<file path="src/rtl/cpu_types_pkg.sv">
// Shared types for the memory arbiter: RAM status, grant states, data word.
// No ports; imported by the arbiter, its interface and the bench.
package cpu_types_pkg;

   typedef logic [31:0] word_t;

   typedef enum logic [1:0] {
      FREE   = 2'd0,
      BUSY   = 2'd1,
      ACCESS = 2'd2,
      ERROR  = 2'd3
   } ramstate_t;

   typedef enum logic [1:0] {
      IDLE = 2'd0,
      IGNT = 2'd1,
      DGNT = 2'd2
   } arb_state_t;

endpackage

</file>
<file path="src/rtl/mem_arbiter_if.sv">
// Bundle of requester and RAM signals around the shared RAM port.
// slave: arbiter side (takes requests, drives waits/loads/RAM strobes).
// master: environment side (requesters and RAM).
interface mem_arbiter_if #(
   parameter int ADDR_W = 32,
   parameter int DATA_W = 32
) ();
   import cpu_types_pkg::*;

   logic              iREN;
   logic [ADDR_W-1:0] iaddr;
   logic              iwait;
   logic [DATA_W-1:0] iload;
   logic              dREN;
   logic              dWEN;
   logic [ADDR_W-1:0] daddr;
   logic [DATA_W-1:0] dstore;
   logic              dwait;
   logic [DATA_W-1:0] dload;
   logic              ramREN;
   logic              ramWEN;
   logic [ADDR_W-1:0] ramaddr;
   logic [DATA_W-1:0] ramstore;
   logic [DATA_W-1:0] ramload;
   ramstate_t         ramstate;

   modport slave (
      input  iREN, iaddr, dREN, dWEN, daddr, dstore,
      input  ramload, ramstate,
      output iwait, iload, dwait, dload,
      output ramREN, ramWEN, ramaddr, ramstore
   );

   modport master (
      output iREN, iaddr, dREN, dWEN, daddr, dstore,
      output ramload, ramstate,
      input  iwait, iload, dwait, dload,
      input  ramREN, ramWEN, ramaddr, ramstore
   );

endinterface

</file>
<file path="src/rtl/arb_watchdog.sv">
// Saturating up-counter with clear/enable; expire flags the enabled
// cycle that brings the count to MAX. Ports: clk, rst, clr, en, cnt, expire.
module arb_watchdog #(
   parameter int W   = 8,
   parameter int MAX = 255
) (
   input  logic         clk,
   input  logic         rst,
   input  logic         clr,
   input  logic         en,
   output logic [W-1:0] cnt,
   output logic         expire
);

   localparam logic [W-1:0] MAXV  = W'(MAX);
   localparam logic [W-1:0] LASTV = W'(MAX - 1);

   logic [W-1:0] cnt_q, cnt_d;

   always_comb begin
      cnt_d = cnt_q;
      if (clr)
         cnt_d = '0;
      else if (en && cnt_q != MAXV)
         cnt_d = cnt_q + 1'b1;
   end

   always_ff @(posedge clk or posedge rst) begin
      if (rst)
         cnt_q <= '0;
      else
         cnt_q <= cnt_d;
   end

   assign cnt    = cnt_q;
   assign expire = en && !clr && (cnt_q >= LASTV);

endmodule

</file>
<file path="src/rtl/mem_arbiter.sv">
// Arbitrates one RAM port between instruction fetch and data LW/SW.
// Ports: CLK, RST (async, active-high), bus (mem_arbiter_if.slave),
// timeout_err (sticky watchdog flag); with MEM_ARB_STATS_EN also
// icount/dcount (saturating completed-access counters).
module mem_arbiter #(
   parameter int ADDR_W  = 32,
   parameter int DATA_W  = 32,
   parameter int TIMEOUT = 255
) (
   input  logic          CLK,
   input  logic          RST,
   mem_arbiter_if.slave  bus,
   output logic          timeout_err
`ifdef MEM_ARB_STATS_EN
   ,
   output logic [15:0]   icount,
   output logic [15:0]   dcount
`endif
);
   import cpu_types_pkg::*;

   localparam int WD_W = $clog2(TIMEOUT + 1);

   arb_state_t state_q, state_d;
   logic       last_d_q, last_d_d;
   logic       terr_q, terr_d;

   logic in_i, in_d, dreq, acc, err;
   logic req_held, i_done, d_done;
   logic wd_clr, wd_en, wd_expire;
   logic [WD_W-1:0] wdog_cnt_unused;

   assign in_i = (state_q == IGNT);
   assign in_d = (state_q == DGNT);
   assign dreq = bus.dREN | bus.dWEN;
   assign acc  = (bus.ramstate == ACCESS);
   assign err  = (bus.ramstate == ERROR);

   // A grant is only live while its requester still asks.
   assign req_held = (in_i & bus.iREN) | (in_d & dreq);
   assign i_done   = in_i & bus.iREN & acc;
   assign d_done   = in_d & dreq & acc;

   assign wd_clr = (state_q == IDLE);
   assign wd_en  = req_held & !acc & !err;

   arb_watchdog #(
      .W   (WD_W),
      .MAX (TIMEOUT)
   ) u_wdog (
      .clk    (CLK),
      .rst    (RST),
      .clr    (wd_clr),
      .en     (wd_en),
      .cnt    (wdog_cnt_unused),
      .expire (wd_expire)
   );

   always_comb begin
      state_d  = state_q;
      last_d_d = last_d_q;
      terr_d   = terr_q;
      unique case (state_q)
         IDLE: begin
            // Data wins, except right after a data completion
            // when a fetch is waiting.
            if (dreq && !(bus.iREN && last_d_q))
               state_d = DGNT;
            else if (bus.iREN)
               state_d = IGNT;
         end
         IGNT, DGNT: begin
            if (!req_held || acc || err) begin
               state_d = IDLE;
            end else if (wd_expire) begin
               state_d = IDLE;
               terr_d  = 1'b1;
            end
            if (i_done)
               last_d_d = 1'b0;
            if (d_done)
               last_d_d = 1'b1;
         end
         default: state_d = IDLE;
      endcase
   end

   always_ff @(posedge CLK or posedge RST) begin
      if (RST) begin
         state_q  <= IDLE;
         last_d_q <= 1'b0;
         terr_q   <= 1'b0;
      end else begin
         state_q  <= state_d;
         last_d_q <= last_d_d;
         terr_q   <= terr_d;
      end
   end

   assign timeout_err = terr_q;

   always_comb begin
      bus.iwait    = 1'b1;
      bus.dwait    = 1'b1;
      bus.iload    = {DATA_W{1'b0}};
      bus.dload    = {DATA_W{1'b0}};
      bus.ramREN   = 1'b0;
      bus.ramWEN   = 1'b0;
      bus.ramaddr  = {ADDR_W{1'b0}};
      bus.ramstore = {DATA_W{1'b0}};
      unique case (1'b1)
         in_i: begin
            bus.ramREN  = bus.iREN;
            bus.ramaddr = bus.iaddr;
            if (i_done) begin
               bus.iwait = 1'b0;
               bus.iload = bus.ramload;
            end
         end
         in_d: begin
            // Both strobes high is treated as a write.
            bus.ramWEN   = bus.dWEN;
            bus.ramREN   = bus.dREN & !bus.dWEN;
            bus.ramaddr  = bus.daddr;
            bus.ramstore = bus.dstore;
            if (d_done) begin
               bus.dwait = 1'b0;
               if (!bus.dWEN)
                  bus.dload = bus.ramload;
            end
         end
         default: ;
      endcase
   end

`ifdef MEM_ARB_STATS_EN
   logic icount_sat_unused, dcount_sat_unused;

   arb_watchdog #(
      .W   (16),
      .MAX (65535)
   ) u_icount (
      .clk    (CLK),
      .rst    (RST),
      .clr    (1'b0),
      .en     (i_done),
      .cnt    (icount),
      .expire (icount_sat_unused)
   );

   arb_watchdog #(
      .W   (16),
      .MAX (65535)
   ) u_dcount (
      .clk    (CLK),
      .rst    (RST),
      .clr    (1'b0),
      .en     (d_done),
      .cnt    (dcount),
      .expire (dcount_sat_unused)
   );
`endif

endmodule

</file>
<file path="src/flat_wrapper.sv">
// flat-port wrapper written by rule: the top's interface ports become plain ports
module mem_arbiter_flat import cpu_types_pkg::*;
#(
   parameter int ADDR_W  = 32,
   parameter int DATA_W  = 32,
   parameter int TIMEOUT = 255
)
  (CLK, RST, timeout_err, bus_iREN, bus_iaddr, bus_dREN, bus_dWEN, bus_daddr, bus_dstore, bus_ramload, bus_ramstate, bus_iwait, bus_iload, bus_dwait, bus_dload, bus_ramREN, bus_ramWEN, bus_ramaddr, bus_ramstore);
  mem_arbiter_if #(.ADDR_W(ADDR_W), .DATA_W(DATA_W)) bus_i ();
  input  logic CLK;
  input  logic RST;
  output logic timeout_err;
  input wire logic [$bits(bus_i.iREN)-1:0] bus_iREN;
  input wire logic [$bits(bus_i.iaddr)-1:0] bus_iaddr;
  input wire logic [$bits(bus_i.dREN)-1:0] bus_dREN;
  input wire logic [$bits(bus_i.dWEN)-1:0] bus_dWEN;
  input wire logic [$bits(bus_i.daddr)-1:0] bus_daddr;
  input wire logic [$bits(bus_i.dstore)-1:0] bus_dstore;
  input wire logic [$bits(bus_i.ramload)-1:0] bus_ramload;
  input wire logic [$bits(bus_i.ramstate)-1:0] bus_ramstate;
  output wire logic [$bits(bus_i.iwait)-1:0] bus_iwait;
  output wire logic [$bits(bus_i.iload)-1:0] bus_iload;
  output wire logic [$bits(bus_i.dwait)-1:0] bus_dwait;
  output wire logic [$bits(bus_i.dload)-1:0] bus_dload;
  output wire logic [$bits(bus_i.ramREN)-1:0] bus_ramREN;
  output wire logic [$bits(bus_i.ramWEN)-1:0] bus_ramWEN;
  output wire logic [$bits(bus_i.ramaddr)-1:0] bus_ramaddr;
  output wire logic [$bits(bus_i.ramstore)-1:0] bus_ramstore;
  assign bus_i.iREN = bus_iREN;
  assign bus_i.iaddr = bus_iaddr;
  assign bus_i.dREN = bus_dREN;
  assign bus_i.dWEN = bus_dWEN;
  assign bus_i.daddr = bus_daddr;
  assign bus_i.dstore = bus_dstore;
  assign bus_i.ramload = bus_ramload;
  assign bus_i.ramstate = bus_ramstate;
  assign bus_iwait = bus_i.iwait;
  assign bus_iload = bus_i.iload;
  assign bus_dwait = bus_i.dwait;
  assign bus_dload = bus_i.dload;
  assign bus_ramREN = bus_i.ramREN;
  assign bus_ramWEN = bus_i.ramWEN;
  assign bus_ramaddr = bus_i.ramaddr;
  assign bus_ramstore = bus_i.ramstore;
  mem_arbiter #(.ADDR_W(ADDR_W), .DATA_W(DATA_W), .TIMEOUT(TIMEOUT)) u_core (.CLK(CLK), .RST(RST), .bus(bus_i), .timeout_err(timeout_err));
endmodule
</file>
<file path="config.mk">
export PLATFORM = sky130hd
export DESIGN_NAME = mem_arbiter_flat
export DESIGN_NICKNAME = d
export VERILOG_FILES = /design/src/rtl/cpu_types_pkg.sv /design/src/rtl/mem_arbiter_if.sv /design/src/rtl/arb_watchdog.sv /design/src/rtl/mem_arbiter.sv /design/src/flat_wrapper.sv
export SDC_FILE = /design/constraint.sdc
export NUM_CORES = 1
export LEC_CHECK = 0
export BUFFER_PORTS_ARGS = -buffer_cell sky130_fd_sc_hd__buf_2
export CORE_AREA = 2 2 105 107
export CTS_CLUSTER_SIZE = 12
export DETAILED_ROUTE_END_ITERATION = 6
export DIE_AREA = 0 0 107 109
export SLEW_MARGIN = 20
export SYNTH_ARGS = -nofsm -noshare
export SYNTH_HDL_FRONTEND = slang
export SYNTH_HIERARCHICAL = 1
export SYNTH_SLANG_ARGS = --single-unit
</file>
<file path="constraint.sdc">
create_clock -name CLK -period 3.45 [get_ports CLK]
set_clock_uncertainty 0.2 [all_clocks]
set_input_delay 0 -clock CLK [delete_from_list [all_inputs] [get_ports CLK]]
set_output_delay 0 -clock CLK [all_outputs]
set_load 0.005 [all_outputs]
</file>
# Word level (Yosys, flattened, before mapping)

Cells that the tools add are included.

Bits in registers: 12
Latch bits: 0
RAM bits: 0
ROM bits: 0
Input port bits: 135
Output and inout bits: 133
Word-level logic and storage cells: 65
Memories kept: 0

Add/subtract/negate cells: 1
$mul: 0
Div/mod/pow operators: 0
Magnitude comparators: 1
Equal/unequal tests: 7
Shift operators: 0
Mux-type cells: 22
Bitwise logic cells: 10
Reduce and logical (&&, ||, !) cells: 20

Operators with widths:

| cell                                                   | count |
|---|---|
| 2-to-1 mux 32 bit                                      | 6 |
| case mux 32 bit (2 select lines)                       | 1 |
| 2-to-1 mux 8 bit                                       | 2 |
| adder 8 x 1 -> 8 bit (second input constant)           | 1 |
| >= comparator 8 bit (second input constant)            | 1 |
| 2-to-1 mux 2 bit                                       | 4 |
| inequality test 8 bit (second input constant)          | 1 |
| bitwise AND 1 bit                                      | 7 |
| 2-to-1 mux 1 bit                                       | 7 |
| == test 2 bit (second input constant)                  | 3 |
| zero test 1 bit                                        | 6 |
| inequality test 3 x 2 -> 1 bit (second input constant) | 2 |
| logical AND 1 bit                                      | 5 |
| case mux 2 bit (2 select lines)                        | 1 |
| AND reduction 2 bit                                    | 2 |
| nonzero test 2 bit                                     | 2 |
| AND reduction 3 bit                                    | 1 |
| == test 2 x 1 -> 1 bit (second input constant)         | 1 |
| zero test 2 bit                                        | 1 |
| logical OR 1 bit                                       | 2 |
| OR 1 bit                                               | 2 |
| case mux 1 bit (2 select lines)                        | 1 |
| OR reduction 2 bit                                     | 1 |
| NOT 1 bit                                              | 1 |

# Depth between registers and ports, before layout

Word-level depth: 10
Mapped depth: 10
Mapped depth without buffers: 8

# By module

Netlist, hierarchy kept.

By module, submodules not included:

| module       | instances | cells each | area an instance (um^2) | sequential area each (um^2) |
|---|---|---|---|---|
| mem_arbiter  | 1         | 219        | 1397.6                  | 100.1 |
| arb_watchdog | 1         | 51         | 491.7                   | 200.2 |

# Least setup slack after synthesis

No wires, ideal clock.

Path kind: reg2reg
Start: register u_core.state_q[1]
End: register u_core.state_q[1]
Library setup time: 140 ps
Arrival time: 2090 ps
Data required time: 3110 ps
Path slack: 1020 ps
Stages on the path, launching flop included: 11
Path buffers: 2
Period minus slack after synthesis: 2430 ps
Path through: dfrtp_1 inv_1 ha_1 buf_2 nand2_2 a21o_1 inv_1 clkbuf_2 nor4b_1 or3_1 o221ai_1

Cells in the longest elaborated chain, start to end: 9
Elaborated cells between the ends (all ways): 20
Those cells by class: eq/ne: 4; mux: 2; bitwise: 5; reduce/logical: 9

RTL lines:

| what                                                           | line                                 | RTL |
|---|---|---|
| from (decl)                                                    | mem_arbiter.sv:24                    | `arb_state_t state_q, state_d;` |
| from (signal assigned)                                         | mem_arbiter.sv:94                    | `state_q <= state_d;` |
| == test 2 x 1 -> 1 bit / == test 2 bit (equally long branches) | mem_arbiter.sv:33, mem_arbiter.sv:34 |  |
| bitwise AND 1 bit                                              | mem_arbiter.sv:40                    | `assign req_held = (in_i & bus.iREN) \| (in_d & dreq);` |
| OR 1 bit *                                                     | mem_arbiter.sv:40                    |  |
| bitwise AND 1 bit * (2 in series)                              | mem_arbiter.sv:45                    | `assign wd_en = req_held & !acc & !err;` |
| net u_core.wd_en                                               | mem_arbiter.sv:30                    | `logic wd_clr, wd_en, wd_expire;` |
| logical AND 1 bit * (2 in series)                              | arb_watchdog.sv:36                   | `assign expire = en && !clr && (cnt_q >= LASTV);` |
| net u_core.wd_expire                                           | mem_arbiter.sv:30                    |  |
| inequality test 3 x 2 -> 1 bit (no line) *                     | n/a                                  |  |
| AND reduction 2 bit (no line) *                                | n/a                                  |  |

Mark *: on every way through the listed nets, which the timed path passes. The rest lies on a longest branch.
A chain may end at the register's enable or synchronous reset.

# Final worst setup path

Same ends and word-level chain as after synthesis.

==> impl_metrics.csv <==
group,metric,value,unit
power,comb_power_share,77.6,%
global_route,grt_pass1_wl,12390,um
yosys,synthMuxAreaShare,1.788,%
yosys,yosysMostFrequentCell,"and2_1",
sta,tns,0,ps
floorplan,num_io_pins,268,
hold_path,whs_path_depth,4,
critical_path,startpoint_type,"flip-flop",
yosys,synth_xor_area_share,0,%
power,swShare,49.93,%
global_route,grt_overflow,0,
critical_path,crit_cells,9,
yosys,synth_top_family_by_area,"simple AND/OR/NAND/NOR gates",
critical_path,cp_slowest_stage_delay,570,ps
critical_path,crit_fanout,10,
yosys,yosysWarnings,6,
sta,fmax,0.3487,GHz
hold_path,worstHoldStart,"bus_dREN",
floorplan,die-width,107,um
yosys,synth_area_per_cell,6.997,um^2
layout,nNetsFinal,667,
clock_tree,cts_buffers,3,
clock_tree,insertion_delay,240,ps
yosys,synth_top_cell_area_share,32.12,%
yosys,ys_top_cells_by_area,"and2_1 32%, dfrtp_1 16%, a22oi_1 13%, nor2_1 7.5%, ha_1 3.3%",
critical_path,path_delay_family,"buffers and inverters",
layout,num_antenna_cells,0,
critical_path,r2r_start,"u_core/state_q[1]",
run_status,status,"completed",
critical_path,critPathKind,"reg -> reg",
routing,wire_per_inst,13.40,um
critical_path,crit_arrival,2790,ps
clock_tree,cts_tree,"done",
sta,slew_headroom,37.04,%
yosys,ys_async_sr_fraction,100.0,%
clock_tree,htree_levels,1,
place,gp_congestion,0.8341,
power,ir_drop,334.2,uV
global_route,grt_pass1_vias,2336,
routing,wl,8913,um
critical_path,r2r_setup_slack,580,ps
yosys,synth_seq_area_share,15.89,%
sta,rsz0062_at_grt,"false",
routing,dr_total_vias,2808,
place,dp_hpwl,7558,um
global_route,grt_util_all_layers,13.16,%
power,total_power,0.001395,W
routing,vias_per_cell,4.223,
power,power_frac_clock,9.1,%
floorplan,fp.dieArea,11660,um^2
global_route,antenna_found_initial,0,
power,p_int,0.0006983,W
power,p_per_area,407.5,nW/um^2
clock_tree,root_buffer,"clkbuf_8",
floorplan,die_h,109,um
yosys,yosys.area.top_type,"and2_1",
routing,dr.pass1.iters,4,
power,p_seq_share,13.2,%
yosys,syn-instance-count,270,
yosys,synth_nets,410,
layout,nFillCells,1168,
clock_tree,cts_sinks,12,
hold_path,hold_class,"in -> reg",
yosys,synth_common_cells,"97 x and2_1, 38 x nor2_1, 32 x a22oi_1",
power,leakagePower,2.041,nW
run,cap_violations,0,
yosys,synth_cell_types,46,
yosys,synth_edf_count,0,
sta,slew_viol_final,0,
layout,area_growth_syn_to_layout,81.13,%
power,switchingPower,0.0006963,W
floorplan,initial_core_util,17.82,%
layout,drive_above_1_share,54.86,%
sta,fin_crit,2867,ps
critical_path,required,3370,ps
yosys,synth_compound_gate_area_share,22.25,%
floorplan,core_area,10600,um^2
layout,register_area,300.3,um^2
sta,worstMarginPinSlew,943.4,ps
routing,antenna_left,0,
critical_path,r2r_cells,9,
sta,hold_violations,0,
critical_path,slowest_stage,"dlygate4sd3_1",
critical_path,cp.buffers_inverters,3,
routing,drc,0,
yosys,syn_area,1889,um^2
critical_path,end_kind,"flip-flop",
clock_tree,cts_setup_buffers,0,
yosys,synth_simple_gate_area_share,49.60,%
global_route,grt_max_degree,67,
clock_tree,cts_buffer_depth,2,
yosys,ys.flop_type,"dfrtp_1",
critical_path,worstPathCellList,"inv_1 > ha_1 > nand2_2 > a21o_1 > inv_1 > nor4b_2 > or3_1 > o221ai_1 > dlygate4sd3_1",
place,port_buffers,267,
routing,drtIter0Drc,219,
floorplan,rows,38,
sta,finalSetupViolations,0,
critical_path,cp-startpoint,"u_core/state_q[1]",
critical_path,crit_path_frequent_cell,"inv_1",
yosys,synthAdderAreaFrac,3.311,%
yosys,ys_ff_latch,12,
layout,multiInputGateArea,1463,um^2
clock_tree,clk_pin_slew,50,ps
sta,fin_crit_sh,83.12,%
## routing by layer
metal / GRT usage (%) / up-vias / share of wire (%)
met5: 0 / - / 0
met2: 20.88 / 103 / 47
met4: 1.391 / 0 / 0.90
met3: 2.391 / 6 / 6.0
li1: - / 1429 / -
met1: 19.18 / 1270 / 46
## stage by stage
step	instances	worst slack (ps)	area, um^2	util (%)	hold WS [ps]
detailed placement	657	858.7	3324	31.35	-261.5
floorplan	270	1020	1889	-	-433.9
global route	665	295.9	3422	32.28	40.48
global placement	657	956.2	3324	31.35	-268.8
CTS	665	300.5	3416	32.22	8.058
finish	665	582.5	3422	32.28	8.740
## timing repair
action | CTS | global route
hold buffers | 5 | 0
endpoints found under the setup margin | 0 | 1
hold endpoints to repair | 15 | 0
resized for setup | 0 | 1
## final cells by class
class,count,area share (%)
Inverter,9,0.9872
Multi-Input combinational cell,226,42.74
Timing Repair Buffer,275,41.17
Clock buffer,3,1.207
Sequential cell,12,8.775
Tap cell,140,5.119
## worst min-delay path, cell delays in order
cell	delay, ps
buf_2	120
nor4b_1	70
nand2_1	60
o221a_1	150
## final timing paths
| check | end |
|---|---|
| worst max-delay path | u_core/state_q[1] |
| worst min-delay path | u_core/state_q[0] |
| worst max register to register | u_core/state_q[1] |
| worst min register to register | u_core/timeout_err |
| max in group asynchronous | u_core/u_wdog/cnt[0] |
| min in group asynchronous | u_core/timeout_err |
## placed cells by master, fill, tap and decap left out, types with 2 or more instances in the layout
master and instances:
a211oi_1 3, mux2_2 3, nor2_1 38, nor2b_1 2
dfrtp_1 12, inv_1 8, and3_1 2, nand3_1 4
a21boi_0 2, ha_1 4, a311oi_1 2, dlygate4sd3_1 5
nand2_1 4, or3_1 2, and2_1 97, a22oi_1 32
clkbuf_8 3, buf_2 267, a21oi_1 4, buf_4 3
## kinds of logic after synthesis
kind of cell    Yosys count
compound gates           54
fa+ha+maj                 5
buf+inv                  32
flops                    12
mux                       3
simple gates            164
## flip-flops by register name, indices dropped and copies added (netlist names)
signal	cells
u_core/state_q	2
u_core/last_d_q	1
u_core/timeout_err	1
u_core/u_wdog/cnt	8
## power groups by stage
stage / clock, W / combinational [W] / sequential, W
2_1_floorplan: 0 / 0.000646 / 0.000180
5_1_grt: 0.000140 / 0.00120 / 0.000191
6_report: 0.000127 / 0.00108 / 0.000185
3_3_place_gp: 0 / 0.00105 / 0.000185
4_1_cts: 0.000132 / 0.00109 / 0.000185
3_5_place_dp: 0 / 0.00107 / 0.000187
No activity file was read; power rests on OpenSTA's default activity.
